### config.mk
export PLATFORM = sky130hd
export DESIGN_NAME = ni_pipe_harness_flat
export DESIGN_NICKNAME = d
export VERILOG_FILES = /design/src/rtl/ni_pipe_if.sv /design/src/rtl/ni_pipe_harness.sv /design/src/flat_wrapper.sv
export SDC_FILE = /design/constraint.sdc
export NUM_CORES = 1
export LEC_CHECK = 0
export BUFFER_PORTS_ARGS = -buffer_cell sky130_fd_sc_hd__buf_4
export CAP_MARGIN = 20
export CORE_ASPECT_RATIO = 0.8
export CORE_MARGIN = 5
export CORE_UTILIZATION = 54
export DETAILED_ROUTE_END_ITERATION = 8
export GPL_ROUTABILITY_DRIVEN = 0
export PLACE_DENSITY = 0.84
export SLEW_MARGIN = 20
export SYNTH_ARGS = -nofsm -noshare
export SYNTH_HDL_FRONTEND = slang
export SYNTH_SLANG_ARGS = --single-unit
### constraint.sdc
create_clock -name clk -period 2.3 [get_ports clk]
set_input_delay 0.69 -clock clk [delete_from_list [all_inputs] [get_ports clk]]
set_output_delay 0.69 -clock clk [all_outputs]
set_load 0.005 [all_outputs]
### src/rtl/ni_pipe_if.sv
// Bundles the stimulus and observation signals of the ni_pipe_harness.
// The master drives the shared and per-copy inputs; the slave is the harness.
interface ni_pipe_if #(
    parameter int WIDTH = 4,
    parameter int CNT_W = 8
);
    logic             in_valid;
    logic [WIDTH-1:0] a1;
    logic [WIDTH-1:0] a2;
    logic [WIDTH-1:0] b;
    logic [1:0]       op;
    logic [WIDTH-1:0] o1;
    logic [WIDTH-1:0] o2;
    logic             out_valid;
    logic             viol;
    logic             prop_ok;
    logic [CNT_W-1:0] fail_cnt;

    modport master (
        output in_valid, a1, a2, b, op,
        input  o1, o2, out_valid, viol, prop_ok, fail_cnt
    );

    modport slave (
        input  in_valid, a1, a2, b, op,
        output o1, o2, out_valid, viol, prop_ok, fail_cnt
    );
endinterface

### src/rtl/ni_pipe_harness.sv
// Self-composition noninterference harness: two pipelined ALU copies plus a sticky
// a1==a2 monitor. Optional macro NI_SHORTCUT_EN ties o2 to copy 1 while untainted.
module ni_alu_pipe #(
    parameter int WIDTH = 4,
    parameter int DEPTH = 2
) (
    input  logic             clk,
    input  logic             rst_n,
    input  logic             in_valid_i,
    input  logic [WIDTH-1:0] a_i,
    input  logic [WIDTH-1:0] b_i,
    input  logic [1:0]       op_i,
    output logic [WIDTH-1:0] res_o
);
    typedef enum logic [1:0] {
        OP_AND = 2'd0,
        OP_OR  = 2'd1,
        OP_XOR = 2'd2,
        OP_ADD = 2'd3
    } alu_op_e;

    // ADD keeps only the low WIDTH bits; the carry-out is intentionally dropped.
    function automatic logic [WIDTH-1:0] alu_eval(input logic [WIDTH-1:0] a,
                                                  input logic [WIDTH-1:0] b,
                                                  input logic [1:0]       op);
        logic [WIDTH-1:0] r;
        case (alu_op_e'(op))
            OP_AND:  r = a & b;
            OP_OR:   r = a | b;
            OP_XOR:  r = a ^ b;
            default: r = a + b;
        endcase
        return r;
    endfunction

    logic [WIDTH-1:0] res_d;
    logic [WIDTH-1:0] res_q [DEPTH];

    assign res_d = alu_eval(a_i, b_i, op_i);

    always_ff @(posedge clk or negedge rst_n) begin
        if (!rst_n) begin
            for (int i = 0; i < DEPTH; i++) res_q[i] <= '0;
        end else begin
            // stage 0: capture on valid, hold through bubbles
            if (in_valid_i) res_q[0] <= res_d;
            // stages 1..DEPTH-1: free-running shift, no stall
            for (int i = 1; i < DEPTH; i++) res_q[i] <= res_q[i-1];
        end
    end

    assign res_o = res_q[DEPTH-1];
endmodule

module ni_pipe_harness #(
    parameter int WIDTH = 4,
    parameter int DEPTH = 2,
    parameter int CNT_W = 8
) (
    input  logic     clk,
    input  logic     rst_n,
    ni_pipe_if.slave bus
);
    logic [WIDTH-1:0] res1;
    logic [WIDTH-1:0] res2;
    logic             diff_d;
    logic [DEPTH-1:0] vld_q;
    logic [DEPTH-1:0] taint_q;
    logic             taint_out;
    logic             viol_d;
    logic             viol_q;
    logic [CNT_W-1:0] fail_cnt_d;
    logic [CNT_W-1:0] fail_cnt_q;

    function automatic logic [CNT_W-1:0] sat_inc(input logic [CNT_W-1:0] v);
        return (&v) ? v : v + CNT_W'(1);
    endfunction

    ni_alu_pipe #(.WIDTH(WIDTH), .DEPTH(DEPTH)) u_copy1 (
        .clk        (clk),
        .rst_n      (rst_n),
        .in_valid_i (bus.in_valid),
        .a_i        (bus.a1),
        .b_i        (bus.b),
        .op_i       (bus.op),
        .res_o      (res1)
    );

    ni_alu_pipe #(.WIDTH(WIDTH), .DEPTH(DEPTH)) u_copy2 (
        .clk        (clk),
        .rst_n      (rst_n),
        .in_valid_i (bus.in_valid),
        .a_i        (bus.a2),
        .b_i        (bus.b),
        .op_i       (bus.op),
        .res_o      (res2)
    );

    // Only valid samples can break the public-input-equality constraint.
    assign diff_d = bus.in_valid & (bus.a1 != bus.a2);
    assign viol_d = viol_q | diff_d;

    always_ff @(posedge clk or negedge rst_n) begin
        if (!rst_n) begin
            vld_q   <= '0;
            taint_q <= '0;
        end else begin
            // stage 0: valid and taint of the incoming sample
            vld_q[0]   <= bus.in_valid;
            taint_q[0] <= diff_d;
            // stages 1..DEPTH-1: travel with the data
            for (int i = 1; i < DEPTH; i++) begin
                vld_q[i]   <= vld_q[i-1];
                taint_q[i] <= taint_q[i-1];
            end
        end
    end

    assign taint_out = taint_q[DEPTH-1];

    assign bus.o1        = res1;
    assign bus.out_valid = vld_q[DEPTH-1];
`ifdef NI_SHORTCUT_EN
    assign bus.o2        = (taint_out | viol_q) ? res2 : res1;
`else
    assign bus.o2        = res2;
`endif

    assign bus.prop_ok = !bus.out_valid | (bus.o1 == bus.o2) | taint_out | viol_q;
    assign fail_cnt_d  = bus.prop_ok ? fail_cnt_q : sat_inc(fail_cnt_q);

    always_ff @(posedge clk or negedge rst_n) begin
        if (!rst_n) begin
            viol_q     <= 1'b0;
            fail_cnt_q <= '0;
        end else begin
            viol_q     <= viol_d;
            fail_cnt_q <= fail_cnt_d;
        end
    end

    assign bus.viol     = viol_q;
    assign bus.fail_cnt = fail_cnt_q;
endmodule

### src/flat_wrapper.sv
// flat-port wrapper written by rule: the top's interface ports become plain ports
module ni_pipe_harness_flat 
#(
    parameter int WIDTH = 4,
    parameter int DEPTH = 2,
    parameter int CNT_W = 8
)
  (clk, rst_n, bus_in_valid, bus_a1, bus_a2, bus_b, bus_op, bus_o1, bus_o2, bus_out_valid, bus_viol, bus_prop_ok, bus_fail_cnt);
  ni_pipe_if #(.WIDTH(WIDTH), .CNT_W(CNT_W)) bus_i ();
  input  logic clk;
  input  logic rst_n;
  input wire logic [$bits(bus_i.in_valid)-1:0] bus_in_valid;
  input wire logic [$bits(bus_i.a1)-1:0] bus_a1;
  input wire logic [$bits(bus_i.a2)-1:0] bus_a2;
  input wire logic [$bits(bus_i.b)-1:0] bus_b;
  input wire logic [$bits(bus_i.op)-1:0] bus_op;
  output wire logic [$bits(bus_i.o1)-1:0] bus_o1;
  output wire logic [$bits(bus_i.o2)-1:0] bus_o2;
  output wire logic [$bits(bus_i.out_valid)-1:0] bus_out_valid;
  output wire logic [$bits(bus_i.viol)-1:0] bus_viol;
  output wire logic [$bits(bus_i.prop_ok)-1:0] bus_prop_ok;
  output wire logic [$bits(bus_i.fail_cnt)-1:0] bus_fail_cnt;
  assign bus_i.in_valid = bus_in_valid;
  assign bus_i.a1 = bus_a1;
  assign bus_i.a2 = bus_a2;
  assign bus_i.b = bus_b;
  assign bus_i.op = bus_op;
  assign bus_o1 = bus_i.o1;
  assign bus_o2 = bus_i.o2;
  assign bus_out_valid = bus_i.out_valid;
  assign bus_viol = bus_i.viol;
  assign bus_prop_ok = bus_i.prop_ok;
  assign bus_fail_cnt = bus_i.fail_cnt;
  ni_pipe_harness #(.WIDTH(WIDTH), .DEPTH(DEPTH), .CNT_W(CNT_W)) u_core (.clk(clk), .rst_n(rst_n), .bus(bus_i));
endmodule
Yosys cells after proc, flatten, opt, wreduce, memory -nomap -nowiden
Index checks and enable logic that the tools add are counted.
{"block": "word_totals", "regBits": 29, "elab_cells": 34, "out_inout_bits": 19, "input_bits": 17}
{"block": "classes", "eq_ne": 4, "muxes": 2, "bitwise_logic": 13, "reduce_logical": 4, "add_sub_neg": 3}
{"op": "4-bit one-hot mux with 3 select lines", "count": 2}
{"op": "4-bit adder", "count": 2}
{"op": "8-bit by 1-bit adder with 8-bit output, second input constant", "count": 1}
{"op": "4-bit AND", "count": 2}
{"op": "4-bit bitwise OR", "count": 2}
{"op": "8-bit AND reduction", "count": 1}
{"op": "4-bit XOR", "count": 2}
{"op": "4-bit equality test", "count": 1}
{"op": "4-bit inequality test", "count": 1}
{"op": "1-bit bitwise OR", "count": 4}
{"op": "2-bit by 1-bit equality test with 1-bit output, second input constant", "count": 1}
{"op": "2-bit equality test, second input constant", "count": 1}
{"op": "2-bit logical NOT", "count": 1}
{"op": "1-bit inverter", "count": 2}
{"op": "2-bit AND reduction", "count": 1}
{"op": "1-bit AND", "count": 1}
{"op": "1-bit logical NOT", "count": 1}

Logic depth before layout (Yosys ltp)
{"block": "logic_depth", "depth_word": 6, "mapped_depth": 7, "depth_no_buf": 7}

Hierarchy
Synthesis repeated with hierarchy kept, for this count alone.
{"block": "unflattened", "hier_cells": 178, "area_unflattened_um2": 1800.5}
{"module": "ni_alu_pipe", "cells_each": 64, "seq_area_each_um2": 200.2, "n_inst": 2, "area_per_inst_um2": 588.1}
{"module": "ni_pipe_harness", "cells_each": 50, "seq_area_each_um2": 325.3, "n_inst": 1, "area_per_inst_um2": 624.3}

Least setup slack after synthesis
OpenSTA, ideal clock, no wires.
{"block": "synth_path", "path_type": "input port to flip-flop", "start": "in bus_b[0]", "end": "reg u_core.u_copy2.res_q[5] (netlist name)", "cell_stages": 6, "setup_slack_ns": 0.090, "arrival_time_ns": 2.085, "setup_ns": 0.125, "path_buffers": 0, "cell_sequence": "ha_1 inv_1 fa_1 inv_1 mux4_2 mux2_2"}
{"block": "synth_between", "elab_chain_len": 2}
{"element": "from (decl)", "line_no": "flat_wrapper.sv:15", "source": "input wire logic [$bits(bus_i.b)-1:0] bus_b;"}
{"element": "4-bit adder", "line_no": "ni_pipe_harness.sv:31", "source": "default: r = a + b;"}
{"element": "4-bit one-hot mux with 3 select lines", "line_no": "ni_pipe_harness.sv:27", "source": "case (alu_op_e'(op))"}
{"element": "to (decl)", "line_no": "ni_pipe_harness.sv:37", "source": "logic [WIDTH-1:0] res_q [DEPTH];"}
No other way between the ends.
A chain may end at the register's enable or synchronous reset.

Final worst setup path
{"block": "layout_path", "start": "reg u_core.u_copy2.res_q, in the netlist u_core.u_copy2.res_o[3]", "end": "out bus_prop_ok"}
{"block": "layout_between", "elab_chain_len": 4}
{"element": "4-bit equality test", "line_no": "ni_pipe_harness.sv:129", "source": "assign bus.prop_ok = !bus.out_valid | (bus.o1 == bus.o2) | taint_out | viol_q;"}
{"element": "1-bit bitwise OR (3 in series)", "line_no": "ni_pipe_harness.sv:129"}
{"element": "to (decl)", "line_no": "flat_wrapper.sv:21", "source": "output wire logic [$bits(bus_i.prop_ok)-1:0] bus_prop_ok;"}
No other way between the ends.

==> results.json <==
{
  "status": "completed",
  "drt_pre_antenna_iters": 4,
  "grt_pass1_vias": 1298,
  "startpoint_type": "register",
  "worstReg2RegEnd": "u_core.bus.fail_cnt[7]$_DFFE_PN0P_",
  "r2r_cells": 5,
  "dp_hpwl_mm": 2.87,
  "powerDensity_mw_per_mm2": 588,
  "dp_slack_ps": -65.7,
  "start_util_pct": 56.3,
  "routed_wirelength_mm": 3.59,
  "cts_max_level": 2,
  "die_x_um": 73.4,
  "grt_max_degree": 30,
  "max-vdd-ir-drop_mv": 0.309,
  "area_growth_pct": 21.0,
  "clockRootBuffer": "clkbuf_8",
  "slew_headroom_pct": 76.9,
  "yosysMostFrequentCell": "dfrtp_1",
  "grtUsageMet2_pct": 31.7,
  "finish.utilization_pct": 68.2,
  "seq_area_frac_synth_pct": 41.8,
  "min_period_ps": 2090,
  "wire_per_inst_um": 15.2,
  "cts_resized": 0,
  "yosys.area.top_type": "dfrtp_1",
  "grt_pass1_wl_mm": 5.97,
  "die_area_mm2": 0.00446,
  "slew_violations": 0,
  "power_leakage_nw": 1.06,
  "tightestPinTransition_ps": 344,
  "fin_nets": 232,
  "synth_nets": 197,
  "syn_area_mm2": 0.00174,
  "regArea_um2": 726,
  "grtUsageTotal_pct": 17.8,
  "diodes": 0,
  "die_h_um": 60.7,
  "path_clk_slew_ps": 60,
  "yosys_warnings": 0,
  "critical_path_class": "register to primary output",
  "antenna_found_initial": 0,
  "gr-total-overflow": 0,
  "antenna_left": 0,
  "yosys_most_used_dff": "dfrtp_1",
  "final_layout_size_suffix_gt1_share_pct": 29.1,
  "ys_seq_elements": 29,
  "ys_types": 33,
  "vias": 1253,
  "clock_sinks": 29,
  "finalSetupViolations": 0,
  "required_ps": 1610,
  "synth_common_cells": "29 x dfrtp_1, 17 x ha_1, 17 x inv_1",
  "drv_cap": 0,
  "rr_startpoint": "u_core.bus.viol$_DFF_PN0_",
  "clock.fmax_mhz": 479,
  "cp_max_fo": 2,
  "fill_cells": 226,
  "rsz0062_at_grt": "false",
  "synthCells": 161,
  "finalHoldViolations": 0,
  "drt_iter0_markers": 73,
  "numCtsBuffers": 5,
  "rrSetupSlack_ps": 610,
  "ioPinCount": 36,
  "async_flop_share_pct": 100,
  "hp-class": "primary input to asynchronous set/reset pin",
  "cts_tree": "yes",
  "drc_errors": 0,
  "io_buffers": 35,
  "final.period_utilization_pct": 90.8,
  "insertion_delay_ps": 270,
  "cts_hold_buf": 0,
  "synth_edf_count": 0,
  "arrival_ps": 1400,
  "core_mm2": 0.00309,
  "fin_skew_ps": 7.49,
  "num_rows": 18,
  "worst_slack_ps": 212,
  "total_power_mw": 1.24,
  "grt.busiest_layer": "met2",
  "clk_path_buf_depth": 2,
  "finalInstanceArea_mm2": 0.00210,
  "fin_hold_ws_ps": 331,
  "routed_via_density": 5.31,
  "dpl-instance-area_mm2": 0.00202,
  "post-cts-setup-buffer-count": 0,
  "synth.avg_cell_area_um2": 10.8,
  "use_met3_pct": 4.97,
  "end_kind": "primary output",
  "multi_input_area_um2": 870,
  "synth_top_area_share_pct": 41.8,
  "synth_area_leaders": "dfrtp_1 42%, ha_1 12%, xor2_1 7.1%, inv_1 3.7%, buf_4 3.5%",
  "met1_usage_pct": 21.7
}
## metrics by stage
| step | TNS, ps | std cells |
|---|---|---|
| after floorplan | 0 | 161 |
| after global placement | -25.7 | 229 |
| after detailed placement | -125 | 229 |
| after CTS | 0 | 236 |
| after global routing | 0 | 236 |
| final | 0 | 236 |
## worst max-delay path, cell delays in order (launching register included)
cell and delay [ps]:
dfrtp_1 390, xor2_1 200, o41ai_4 380, buf_4 160
## power breakdown
| group | switching [mW] | internal [mW] | total (mW) |
|---|---|---|---|
| sequential | 0.0335 | 0.560 | 0.593 |
| combinational | 0.119 | 0.118 | 0.237 |
| clock | 0.169 | 0.236 | 0.405 |
## registers in the layout, indices dropped and copies added (netlist names)
name                  flops
u_core.u_copy2.res_o      4
u_core.vld_q              2
u_core.u_copy2.res_q      4
u_core.taint_q            2
u_core.u_copy1.res_o      4
u_core.u_copy1.res_q      4
u_core.bus.viol           1
u_core.bus.fail_cnt       8
## placed cells by master, fill, tap and decap left out
master and count:
a211oi_1 4, a21o_1 2, a21oi_1 10, and4_1 2, buf_4 41, clkbuf_1 1
clkbuf_8 6, dfrtp_1 29, fa_1 2, ha_1 17, inv_1 17, mux2_2 2
mux2_4 2, mux4_2 2, nand2_1 6, nand2b_1 4, nand3_1 3, nand3b_1 2
nand4_1 2, nor2_1 8, nor2_2 2, nor2b_1 1, nor3_1 2, nor3b_1 2
nor4_1 2, o2111ai_1 2, o211ai_1 2, o41a_1 1, o41ai_4 1, or2_2 1
or3_1 2, xnor2_1 2, xor2_1 14
## final cells by class
type	count	share of cell area (%)
repair buffers	41	14.6
well taps	40	2.38
flip-flops and latches	29	34.5
multi-input cells	102	41.3
inverters	17	3.03
clock buffers	7	4.10
## cells by family after synthesis
group,count (synthesis),synth area share [%]
and+or+nand+nor,39,12.2
buffers and inverters,30,8.21
DFF,29,41.8
AOI/OAI and AO/OA,22,9.58
adders and majority gates,19,14.5
xor gates and xnor gates,16,8.06
muxes,6,5.62
## metal layers
layer / share of wire [%] / up-vias
met2: 52 / 37
met3: 6.6 / 2
met4: 0.78 / 0
met5: 0 / -
li1: - / 608
met1: 40 / 606
## worst max-delay path by stage
stage / cells after the start / from / end
detailed placement: 5 / bus_b[0] / u_core.u_copy1.res_q[5]$_DFFE_PN0P_
global route: 7 / bus_b[0] / u_core.u_copy2.res_q[5]$_DFFE_PN0P_
CTS: 3 / u_core.u_copy2.res_o[3]$_DFF_PN0_ / bus_prop_ok
global placement: 7 / bus_b[0] / u_core.u_copy2.res_q[5]$_DFFE_PN0P_
finish: 3 / u_core.u_copy2.res_o[3]$_DFF_PN0_ / bus_prop_ok
floorplan: 6 / bus_b[0] / u_core.u_copy2.res_q[5]$_DFFE_PN0P_
Note: power is estimated with default switching activity, not from simulation.
